**src/rtl/led_pattern_scheduler_if.sv**
```systemverilog
// Board-side signal bundle for the LED scheduler: raw switches/buttons in, LED drives out.
interface led_pattern_scheduler_if;
   logic [1:0] sw;
   logic [3:1] btn;
   logic [3:0] led;
   logic       led4_r, led4_g, led4_b;
   logic       led5_r, led5_g, led5_b;

   modport master (
      output sw, btn,
      input  led, led4_r, led4_g, led4_b, led5_r, led5_g, led5_b
   );

   modport slave (
      input  sw, btn,
      output led, led4_r, led4_g, led4_b, led5_r, led5_g, led5_b
   );
endinterface

```
**src/rtl/led_pattern_scheduler.sv**
```systemverilog
// User-LED sequencer: debounced buttons drive an IDLE/RUN/PAUSE step machine that
// produces registered green-LED patterns and PWM-dimmed RGB colours.

module lps_debounce #(
   parameter int DB_CYCLES = 250_000
) (
   input  logic clk,
   input  logic rst,
   input  logic sync_i,
   output logic press_o
);
   localparam int CNT_W = $clog2(DB_CYCLES + 1);
   localparam logic [CNT_W-1:0] CNT_LAST = CNT_W'(DB_CYCLES - 1);

   logic [CNT_W-1:0] cnt_q, cnt_d;
   logic             lvl_q, lvl_d;
   logic             press_q, press_d;

   // Count only an unbroken run of disagreeing samples; any agreement restarts it.
   always_comb begin
      cnt_d   = '0;
      lvl_d   = lvl_q;
      press_d = 1'b0;
      if (sync_i != lvl_q) begin
         if (cnt_q == CNT_LAST) begin
            lvl_d   = sync_i;
            press_d = sync_i;
         end else begin
            cnt_d = cnt_q + CNT_W'(1);
         end
      end
   end

   always_ff @(posedge clk) begin
      if (rst) begin
         cnt_q   <= '0;
         lvl_q   <= 1'b0;
         press_q <= 1'b0;
      end else begin
         cnt_q   <= cnt_d;
         lvl_q   <= lvl_d;
         press_q <= press_d;
      end
   end

   assign press_o = press_q;
endmodule

module led_pattern_scheduler #(
   parameter int STEP_DIV  = 25_000_000,
   parameter int DB_CYCLES = 250_000,
   parameter int PWM_BITS  = 8,
   parameter int DUTY      = 64
) (
   input logic                    clk,
   input logic                    rst,
   led_pattern_scheduler_if.slave io
);
   localparam int STEP_W = $clog2(STEP_DIV);
   localparam logic [STEP_W-1:0]   STEP_LAST = STEP_W'(STEP_DIV - 1);
   localparam logic [PWM_BITS:0]   DUTY_C    = DUTY[PWM_BITS:0];

   typedef enum logic [1:0] {ST_IDLE, ST_RUN, ST_PAUSE} state_e;

   state_e state_q, state_d;

   logic [1:0]          sw_s1_q, sw_s1_d, sw_s2_q, sw_s2_d;
   logic [3:1]          btn_s1_q, btn_s1_d, btn_s2_q, btn_s2_d;
   logic [3:1]          press;
   logic [3:0]          s_q, s_d;
   logic                dir_q, dir_d;
   logic [STEP_W-1:0]   step_q, step_d;
   logic [PWM_BITS-1:0] pwm_q, pwm_d;
   logic [3:0]          led_q, led_d;
   logic [2:0]          rgb4_q, rgb4_d, rgb5_q, rgb5_d;
   logic                tick, adv, rgb_on;

   function automatic logic [3:0] pattern(input logic [1:0] sel, input logic [3:0] s);
      logic [3:0] one_hot;
      one_hot = 4'b0001 << s[1:0];
      case (sel)
         2'b00:   pattern = one_hot;
         2'b01:   pattern = s;
         2'b10:   pattern = ~one_hot;
         default: pattern = s[0] ? 4'hF : 4'h0;
      endcase
   endfunction

   // {r,g,b}; index 3 lights all channels as white.
   function automatic logic [2:0] colour(input logic [1:0] c);
      case (c)
         2'd0:    colour = 3'b100;
         2'd1:    colour = 3'b010;
         2'd2:    colour = 3'b001;
         default: colour = 3'b111;
      endcase
   endfunction

   always_comb begin
      sw_s1_d  = io.sw;
      sw_s2_d  = sw_s1_q;
      btn_s1_d = io.btn;
      btn_s2_d = btn_s1_q;
   end

   for (genvar i = 1; i <= 3; i++) begin : g_db
      lps_debounce #(.DB_CYCLES(DB_CYCLES)) u_db (
         .clk     (clk),
         .rst     (rst),
         .sync_i  (btn_s2_q[i]),
         .press_o (press[i])
      );
   end

   // Next state, step counter and pattern index; btn1 always wins over btn2.
   always_comb begin
      state_d = state_q;
      step_d  = step_q;
      s_d     = s_q;
      dir_d   = dir_q;
      adv     = 1'b0;
      tick    = (state_q == ST_RUN) && (step_q == STEP_LAST);
      case (state_q)
         ST_IDLE: begin
            if (press[1]) begin
               state_d = ST_RUN;
               step_d  = '0;
            end
         end
         ST_RUN: begin
            step_d = tick ? '0 : step_q + STEP_W'(1);
            adv    = tick;
            if (press[1]) state_d = ST_PAUSE;
         end
         ST_PAUSE: begin
            if (press[1]) state_d = ST_RUN;
            else          adv     = press[2];
         end
         default: state_d = ST_IDLE;
      endcase
      if (adv) s_d = dir_q ? s_q - 4'd1 : s_q + 4'd1;
      if (press[3] && (state_q != ST_IDLE)) dir_d = ~dir_q;
   end

   always_comb begin
      pwm_d  = pwm_q + PWM_BITS'(1);
      rgb_on = (state_q == ST_RUN) && ({1'b0, pwm_q} < DUTY_C);
      led_d  = (state_q == ST_IDLE) ? 4'h0 : pattern(sw_s2_q, s_q);
      rgb4_d = rgb_on ? colour(s_q[1:0]) : 3'b000;
      rgb5_d = rgb_on ? colour(s_q[1:0] + 2'd2) : 3'b000;
   end

   always_ff @(posedge clk) begin
      if (rst) begin
         state_q  <= ST_IDLE;
         sw_s1_q  <= '0;
         sw_s2_q  <= '0;
         btn_s1_q <= '0;
         btn_s2_q <= '0;
         s_q      <= '0;
         dir_q    <= 1'b0;
         step_q   <= '0;
         pwm_q    <= '0;
         led_q    <= '0;
         rgb4_q   <= '0;
         rgb5_q   <= '0;
      end else begin
         state_q  <= state_d;
         sw_s1_q  <= sw_s1_d;
         sw_s2_q  <= sw_s2_d;
         btn_s1_q <= btn_s1_d;
         btn_s2_q <= btn_s2_d;
         s_q      <= s_d;
         dir_q    <= dir_d;
         step_q   <= step_d;
         pwm_q    <= pwm_d;
         led_q    <= led_d;
         rgb4_q   <= rgb4_d;
         rgb5_q   <= rgb5_d;
      end
   end

   assign io.led    = led_q;
   assign io.led4_r = rgb4_q[2];
   assign io.led4_g = rgb4_q[1];
   assign io.led4_b = rgb4_q[0];
   assign io.led5_r = rgb5_q[2];
   assign io.led5_g = rgb5_q[1];
   assign io.led5_b = rgb5_q[0];
endmodule

```
**src/flat_wrapper.sv**
```systemverilog
// flat-port wrapper written by rule: the top's interface ports become plain ports
module led_pattern_scheduler_flat 
#(
   parameter int STEP_DIV  = 25_000_000,
   parameter int DB_CYCLES = 250_000,
   parameter int PWM_BITS  = 8,
   parameter int DUTY      = 64
)
  (clk, rst, io_sw, io_btn, io_led, io_led4_r, io_led4_g, io_led4_b, io_led5_r, io_led5_g, io_led5_b);
  led_pattern_scheduler_if io_i ();
  input logic clk;
  input logic rst;
  input wire logic [$bits(io_i.sw)-1:0] io_sw;
  input wire logic [$bits(io_i.btn)-1:0] io_btn;
  output wire logic [$bits(io_i.led)-1:0] io_led;
  output wire logic [$bits(io_i.led4_r)-1:0] io_led4_r;
  output wire logic [$bits(io_i.led4_g)-1:0] io_led4_g;
  output wire logic [$bits(io_i.led4_b)-1:0] io_led4_b;
  output wire logic [$bits(io_i.led5_r)-1:0] io_led5_r;
  output wire logic [$bits(io_i.led5_g)-1:0] io_led5_g;
  output wire logic [$bits(io_i.led5_b)-1:0] io_led5_b;
  assign io_i.sw = io_sw;
  assign io_i.btn = io_btn;
  assign io_led = io_i.led;
  assign io_led4_r = io_i.led4_r;
  assign io_led4_g = io_i.led4_g;
  assign io_led4_b = io_i.led4_b;
  assign io_led5_r = io_i.led5_r;
  assign io_led5_g = io_i.led5_g;
  assign io_led5_b = io_i.led5_b;
  led_pattern_scheduler #(.STEP_DIV(STEP_DIV), .DB_CYCLES(DB_CYCLES), .PWM_BITS(PWM_BITS), .DUTY(DUTY)) u_core (.clk(clk), .rst(rst), .io(io_i));
endmodule
```
**config.mk**
```make
export PLATFORM = sky130hd
export DESIGN_NAME = led_pattern_scheduler_flat
export DESIGN_NICKNAME = d
export VERILOG_FILES = /design/src/rtl/led_pattern_scheduler_if.sv /design/src/rtl/led_pattern_scheduler.sv /design/src/flat_wrapper.sv
export SDC_FILE = /design/constraint.sdc
export NUM_CORES = 1
export LEC_CHECK = 0
export CAP_MARGIN = 20
export CELL_PAD_IN_SITES_DETAIL_PLACEMENT = 1
export CELL_PAD_IN_SITES_GLOBAL_PLACEMENT = 2
export CORE_MARGIN = 4
export CORE_UTILIZATION = 38
export DETAILED_ROUTE_END_ITERATION = 12
export GPL_TIMING_DRIVEN = 0
export PLACE_DENSITY_LB_ADDON = 0.2
export SLEW_MARGIN = 10
export SYNTH_ARGS = -nofsm -noshare
export SYNTH_HDL_FRONTEND = slang
export SYNTH_SLANG_ARGS = --single-unit
```
**constraint.sdc**
```tcl
create_clock -name clk -period 2.8 [get_ports clk]
set_input_delay 0.56 -clock clk [delete_from_list [all_inputs] [get_ports clk]]
set_output_delay 0.56 -clock clk [all_outputs]
set_load 0.01 [all_outputs]
```
Word level (Yosys, flattened, before mapping)
Cells that the tools add are included. W data, S select, Z words.

Register bits after elaboration: 120. Input port bits: 7. Output and inout bits: 10.

$add $sub $neg: 8. $lt $le $gt $ge: 1. Equality and inequality tests: 18. Shift-type cells: 1. Muxes and demuxes: 13. Bitwise gates (word level): 9. Reductions and logical operators: 23.

Operator list (count): $add A18 B1 Y18 const B (3); $eq A18 B18 Y1 const B (3); $mux W25 (2); $pmux W25 S2 (1); $add A25 B1 Y25 const B (1); $eq A25 B25 Y1 const B (1); $pmux W3 S3 (2); $reduce_or A3 Y1 (6); $pmux W4 S3 (1); $reduce_and A2 Y1 (5); $add A8 B1 Y8 const B (1); $eq A2 B1 Y1 const B (4); $eq A2 B2 Y1 const B (4); $logic_not A2 Y1 (4); $lt A8 B7 Y1 const B (1); $mux W4 (2); $not A1 Y1 (8); $reduce_or A2 Y1 (3); $add A4 B1 Y4 const B (1); $mux W2 (2); $ne A2 B2 Y1 const B (2); $not A4 Y4 (1); $pmux W2 S2 (1); $reduce_bool A2 Y1 (2); other kinds (8) (12).

Depth between registers and ports, before layout
Word-level depth: 4. Gate-level depth with buffers: 9. Mapped depth without buffers: 7.

Cells and area by module
Synthesis repeated with hierarchy kept, for this count alone.

Cells, all modules: 627. Area total of the unflattened synthesis: 5509.0 um2.

Modules (own cells, without submodules): led_pattern_scheduler (times used 1, cells an instance 321, area each 2768.9 um2, seq. area each 1181.1 um2); lps_debounce (times used 3, cells an instance 102, area each 913.4 um2, seq. area each 400.4 um2).

Least setup slack after synthesis
OpenSTA, ideal clock, no wires.

Path kind: register to register. Start point: register u_core.state_q[0]. End point: register u_core.step_q[16]. Library setup time: 0.115 ns. Data arrival time: 1.829 ns. Data required time: 2.685 ns. Slack: 0.856 ns. Stages on the path, launching flop included: 9. Buffers on the path: 1. Period minus slack after synthesis: 1.944 ns. Cell sequence: dfxtp_1 -> inv_1 -> ha_1 -> buf_2 -> mux2_2 -> nand4_1 -> or4_1 -> xnor2_1 -> nor2_1.

Longest elaborated chain between the ends: 4. Elaborated cells between the ends (all ways): 8.

RTL lines: start, declared (line led_pattern_scheduler.sv:65) `state_e state_q, state_d;`; start signal, assigned (line led_pattern_scheduler.sv:168) `state_q <= state_d;`; $eq A2 B1 Y1 (line led_pattern_scheduler.sv:122, led_pattern_scheduler.sv:123); $logic_and A1 B1 Y1 (line led_pattern_scheduler.sv:122) `tick = (state_q == ST_RUN) && (step_q == STEP_LAST);`; $mux W25 (line led_pattern_scheduler.sv:131) `step_d = tick ? '0 : step_q + STEP_W'(1);`; $pmux W25 S2 (line led_pattern_scheduler.sv:123) `case (state_q)`; end signal, assigned (line led_pattern_scheduler.sv:175) `step_q <= step_d;`; end, declared (line led_pattern_scheduler.sv:72) `logic [STEP_W-1:0] step_q, step_d;`.

Several ways; a longest one is shown, not always the timed one. A chain may end at the register's enable or synchronous reset.

Worst setup path in the final report
Same ends and word-level chain as after synthesis.

==> impl_metrics.py <==
metrics = {
    "worst_setup_path": {
        "path_max_fanout": 9,
        "crit_required_ns": 3.11,
        "startpoint_type": "flop",
        "worstPathArrival_ns": 2.57,
        "critPathKind": "flop to flop",
        "rrSetupSlack_ns": 0.54,
        "r2r-start": "u_core.state_q[0]",
        "ff2ff_path_depth": 8,
        "r2r-end": "u_core.step_q[16]",
        "crit_path_end_kind": "flop",
    },
    "sta": {
        "whs_ns": 0.435,
        "setup_viol": 0,
        "slew-limit-headroom_pct": 61.2,
        "min_period_ns": 2.26,
        "finalSetupTns_ns": 0,
        "drv_slew": 0,
        "fmax_mhz": 443,
        "period_share_pct": 80.7,
        "tightest_slew_ns": 0.582,
        "skew_ns": 0.00579,
        "hold_viol": 0,
        "rsz0062_at_grt": "no",
    },
    "place": {
        "place_congestion": 0.788,
        "dp.final_hpwl_um": 8540,
        "port_buffers": 15,
    },
    "drt": {
        "drc": 0,
        "wl_per_cell_um": 14.7,
        "vias_per_cell": 5.17,
        "dr_total_vias": 4233,
        "drt-total-wl_um": 12000,
        "ant_nets": 0,
        "first_iter_violations": 160,
        "firstDrtPassIters": 4,
    },
    "global_routing": {
        "grt_max_degree": 17,
        "antenna_found_initial": 0,
        "grt_pass1_vias": 4439,
        "track_usage_pct": 16.4,
        "grt-ovfl-total": 0,
        "grt_pass1_wl_um": 21000,
    },
    "synthesis": {
        "synth_area_um2": 5240,
        "syn_nets": 618,
        "synth-simple-area-share_pct": 28.3,
        "syn_inst": 596,
        "synth_mux_area_share_pct": 1.55,
        "synth_edf_count": 0,
        "ys_seq_area_share_pct": 45.5,
        "synth_top_family_by_area": "simple AND/OR/NAND/NOR gates",
        "ys_ff_latch": 119,
        "synth_fa_ha_area_share_pct": 3.73,
        "yosysWarnings": 0,
        "synth_top_cell_area_share_pct": 45.5,
        "syn_area_per_cell_um2": 8.79,
        "synth_async_sr_flop_share_pct": 0,
        "synth_top_cell_by_area": "dfxtp_1",
        "synth-main-ff-cell": "dfxtp_1",
        "synth_compound_area_share_pct": 5.97,
        "synth.area.top_cells": "dfxtp_1 (45%), nor2_1 (8.2%), xnor2_1 (6.9%)",
        "synthDistinctLibCells": 54,
        "synth_common_cells": "dfxtp_1 (119), nor2_1 (114), nand2_1 (42), xnor2_1 (41), nand3_1 (39)",
        "synth_xor_area_share_pct": 12.2,
        "synth.most_common_cell": "dfxtp_1",
    },
    "die": {
        "die_height_um": 125,
        "die_w_um": 125,
        "pin_count": 17,
        "rows": 42,
        "start_util_pct": 39.2,
        "die_area_um2": 15700,
        "core_um2": 13300,
    },
    "run": {
        "max-cap-violations": 0,
    },
    "final_layout": {
        "layout.nets": 652,
        "num_antenna_cells": 0,
        "area_growth_pct": 18.9,
        "nFillCells": 1552,
        "drive_above_1_share_pct": 7.01,
    },
    "outcome": {
        "status": "finished, final reports clean",
    },
    "clocking": {
        "clockBufferDepth": 2,
        "clock_sinks": 119,
        "cts_htree_levels": 4,
        "holdBufCountCts": 0,
        "cts_resized": 0,
        "postCtsSetupRepairBufs": 0,
        "root_buffer": "clkbuf_16",
        "cts_tree": "built",
        "path_clk_slew_ns": 0.06,
        "insertion_delay_ns": 0.42,
        "numCtsBuffers": 17,
    },
    "min_path": {
        "whs_path_depth": 1,
        "worstHoldStart": "u_core.btn_s1_q[1]",
        "whs_endpoint": "u_core.btn_s2_q[1]",
        "min_path_type": "flop to flop",
    },
    "power_and_ir_drop": {
        "ir_drop_mv": 0.453,
        "power_density_nw_per_um2": 654,
        "p_leak_nw": 2.10,
    },
}
-- sequential cells by signal, indices dropped and copies added, names as in the netlist, 3 cells and up --
| name | flops |
|---|---|
| u_core.btn_s1_q | 3 |
| u_core.btn_s2_q | 3 |
| u_core.g_db.u_db.cnt_q | 54 |
| u_core.g_db.u_db.lvl_q | 3 |
| u_core.g_db.u_db.press_o | 3 |
| u_core.io.led | 4 |
| u_core.pwm_q | 8 |
| u_core.rgb5_q | 3 |
| u_core.s_q | 4 |
| u_core.step_q | 25 |
-- per-stage QoR --
step / power (mW) / cells / utilization (%) / cell area, µm² / setup WS, ns
final: 4.08 / 818 / 46.7 / 6230 / 0.541
after global routing: 4.23 / 818 / 46.7 / 6230 / 0.250
after CTS: 4.13 / 818 / 46.7 / 6230 / 0.531
after detailed placement: 1.81 / 787 / 42.0 / 5610 / 0.549
after global placement: 1.81 / 787 / 42.0 / 5610 / 0.531
after floorplan: 1.78 / 596 / - / 5240 / 0.856
-- metal layers --
layer | GRT usage, % | routed length [µm]
met5 | 0 | 0
met4 | 5.55 | 158
met3 | 5.25 | 348
met1 | 20.1 | 5790
met2 | 27.2 | 5710
-- power breakdown --
part,internal (mW),switching (mW),total [mW],leakage (nW)
logic,0.0231,0.0353,0.0585,0.837
clock network,1.55,0.757,2.30,0.306
registers,1.71,0.00646,1.71,0.961
total,3.28,0.799,4.08,2.10
-- cells in the final DEF (no fill, tap or decap), drive strengths merged, types with 5 or more instances in the layout --
cell type / count
dfxtp: 119
nor2: 115
nand2: 42
xnor2: 41
nand3: 39
clkbuf: 33
xor2: 32
nand4: 19
inv: 17
nor3: 16
clkdlybuf4s50: 15
ha: 14
a21oi: 12
nor2b: 12
nor4: 11
and3: 10
o21ai: 10
a31oi: 9
mux2i: 7
buf: 7
nand3b: 6
nand2b: 5
-- worst max path at each step --
stage	start	endpoint	depth (start not counted)
floorplan	u_core.state_q[0]	u_core.step_q[16]	8
global placement	rst	u_core.io.led[2]	4
detailed placement	u_core.g_db[3].u_db.cnt_q[0]	u_core.g_db[3].u_db.cnt_q[7]	7
CTS	u_core.g_db[1].u_db.cnt_q[0]	u_core.g_db[1].u_db.cnt_q[13]	7
global route	u_core.g_db[3].u_db.cnt_q[0]	u_core.g_db[3].u_db.cnt_q[10]	7
finish	u_core.state_q[0]	u_core.step_q[16]	8
-- area by class of cell --
type | count | area (µm²) | share of cell area (%)
clock buffer | 22 | 474 | 7.61
tap | 176 | 220 | 3.53
buffer | 18 | 82.6 | 1.33
timing repair buffer | 15 | 150 | 2.41
inverter | 17 | 63.8 | 1.02
sequential | 119 | 2380 | 38.2
clock inverter | 9 | 148 | 2.37
multi-input combinational | 442 | 2710 | 43.5
-- worst max-delay path, cell delays in order (launching register included) --
cell and delay [ns]:
dfxtp_1 0.33, inv_1 0.07, ha_1 0.20, buf_2 0.18
mux2_2 0.35, nand4_1 0.30, or4_1 0.50, xnor2_1 0.16
nor2_1 0.05
-- cell families (layout without fill, tap and decap cells) --
kind of cell             Yosys count  in the layout
flip-flops                       119            119
XOR/XNOR                          73             73
adder cells (fa/ha/maj)           15             15
multiplexers                       8              8
AO/OA/AOI/OAI                     49             49
AND/OR/NAND/NOR                  297            297
buffers and inverters             35             81
No activity file was read; power rests on OpenSTA's default activity.
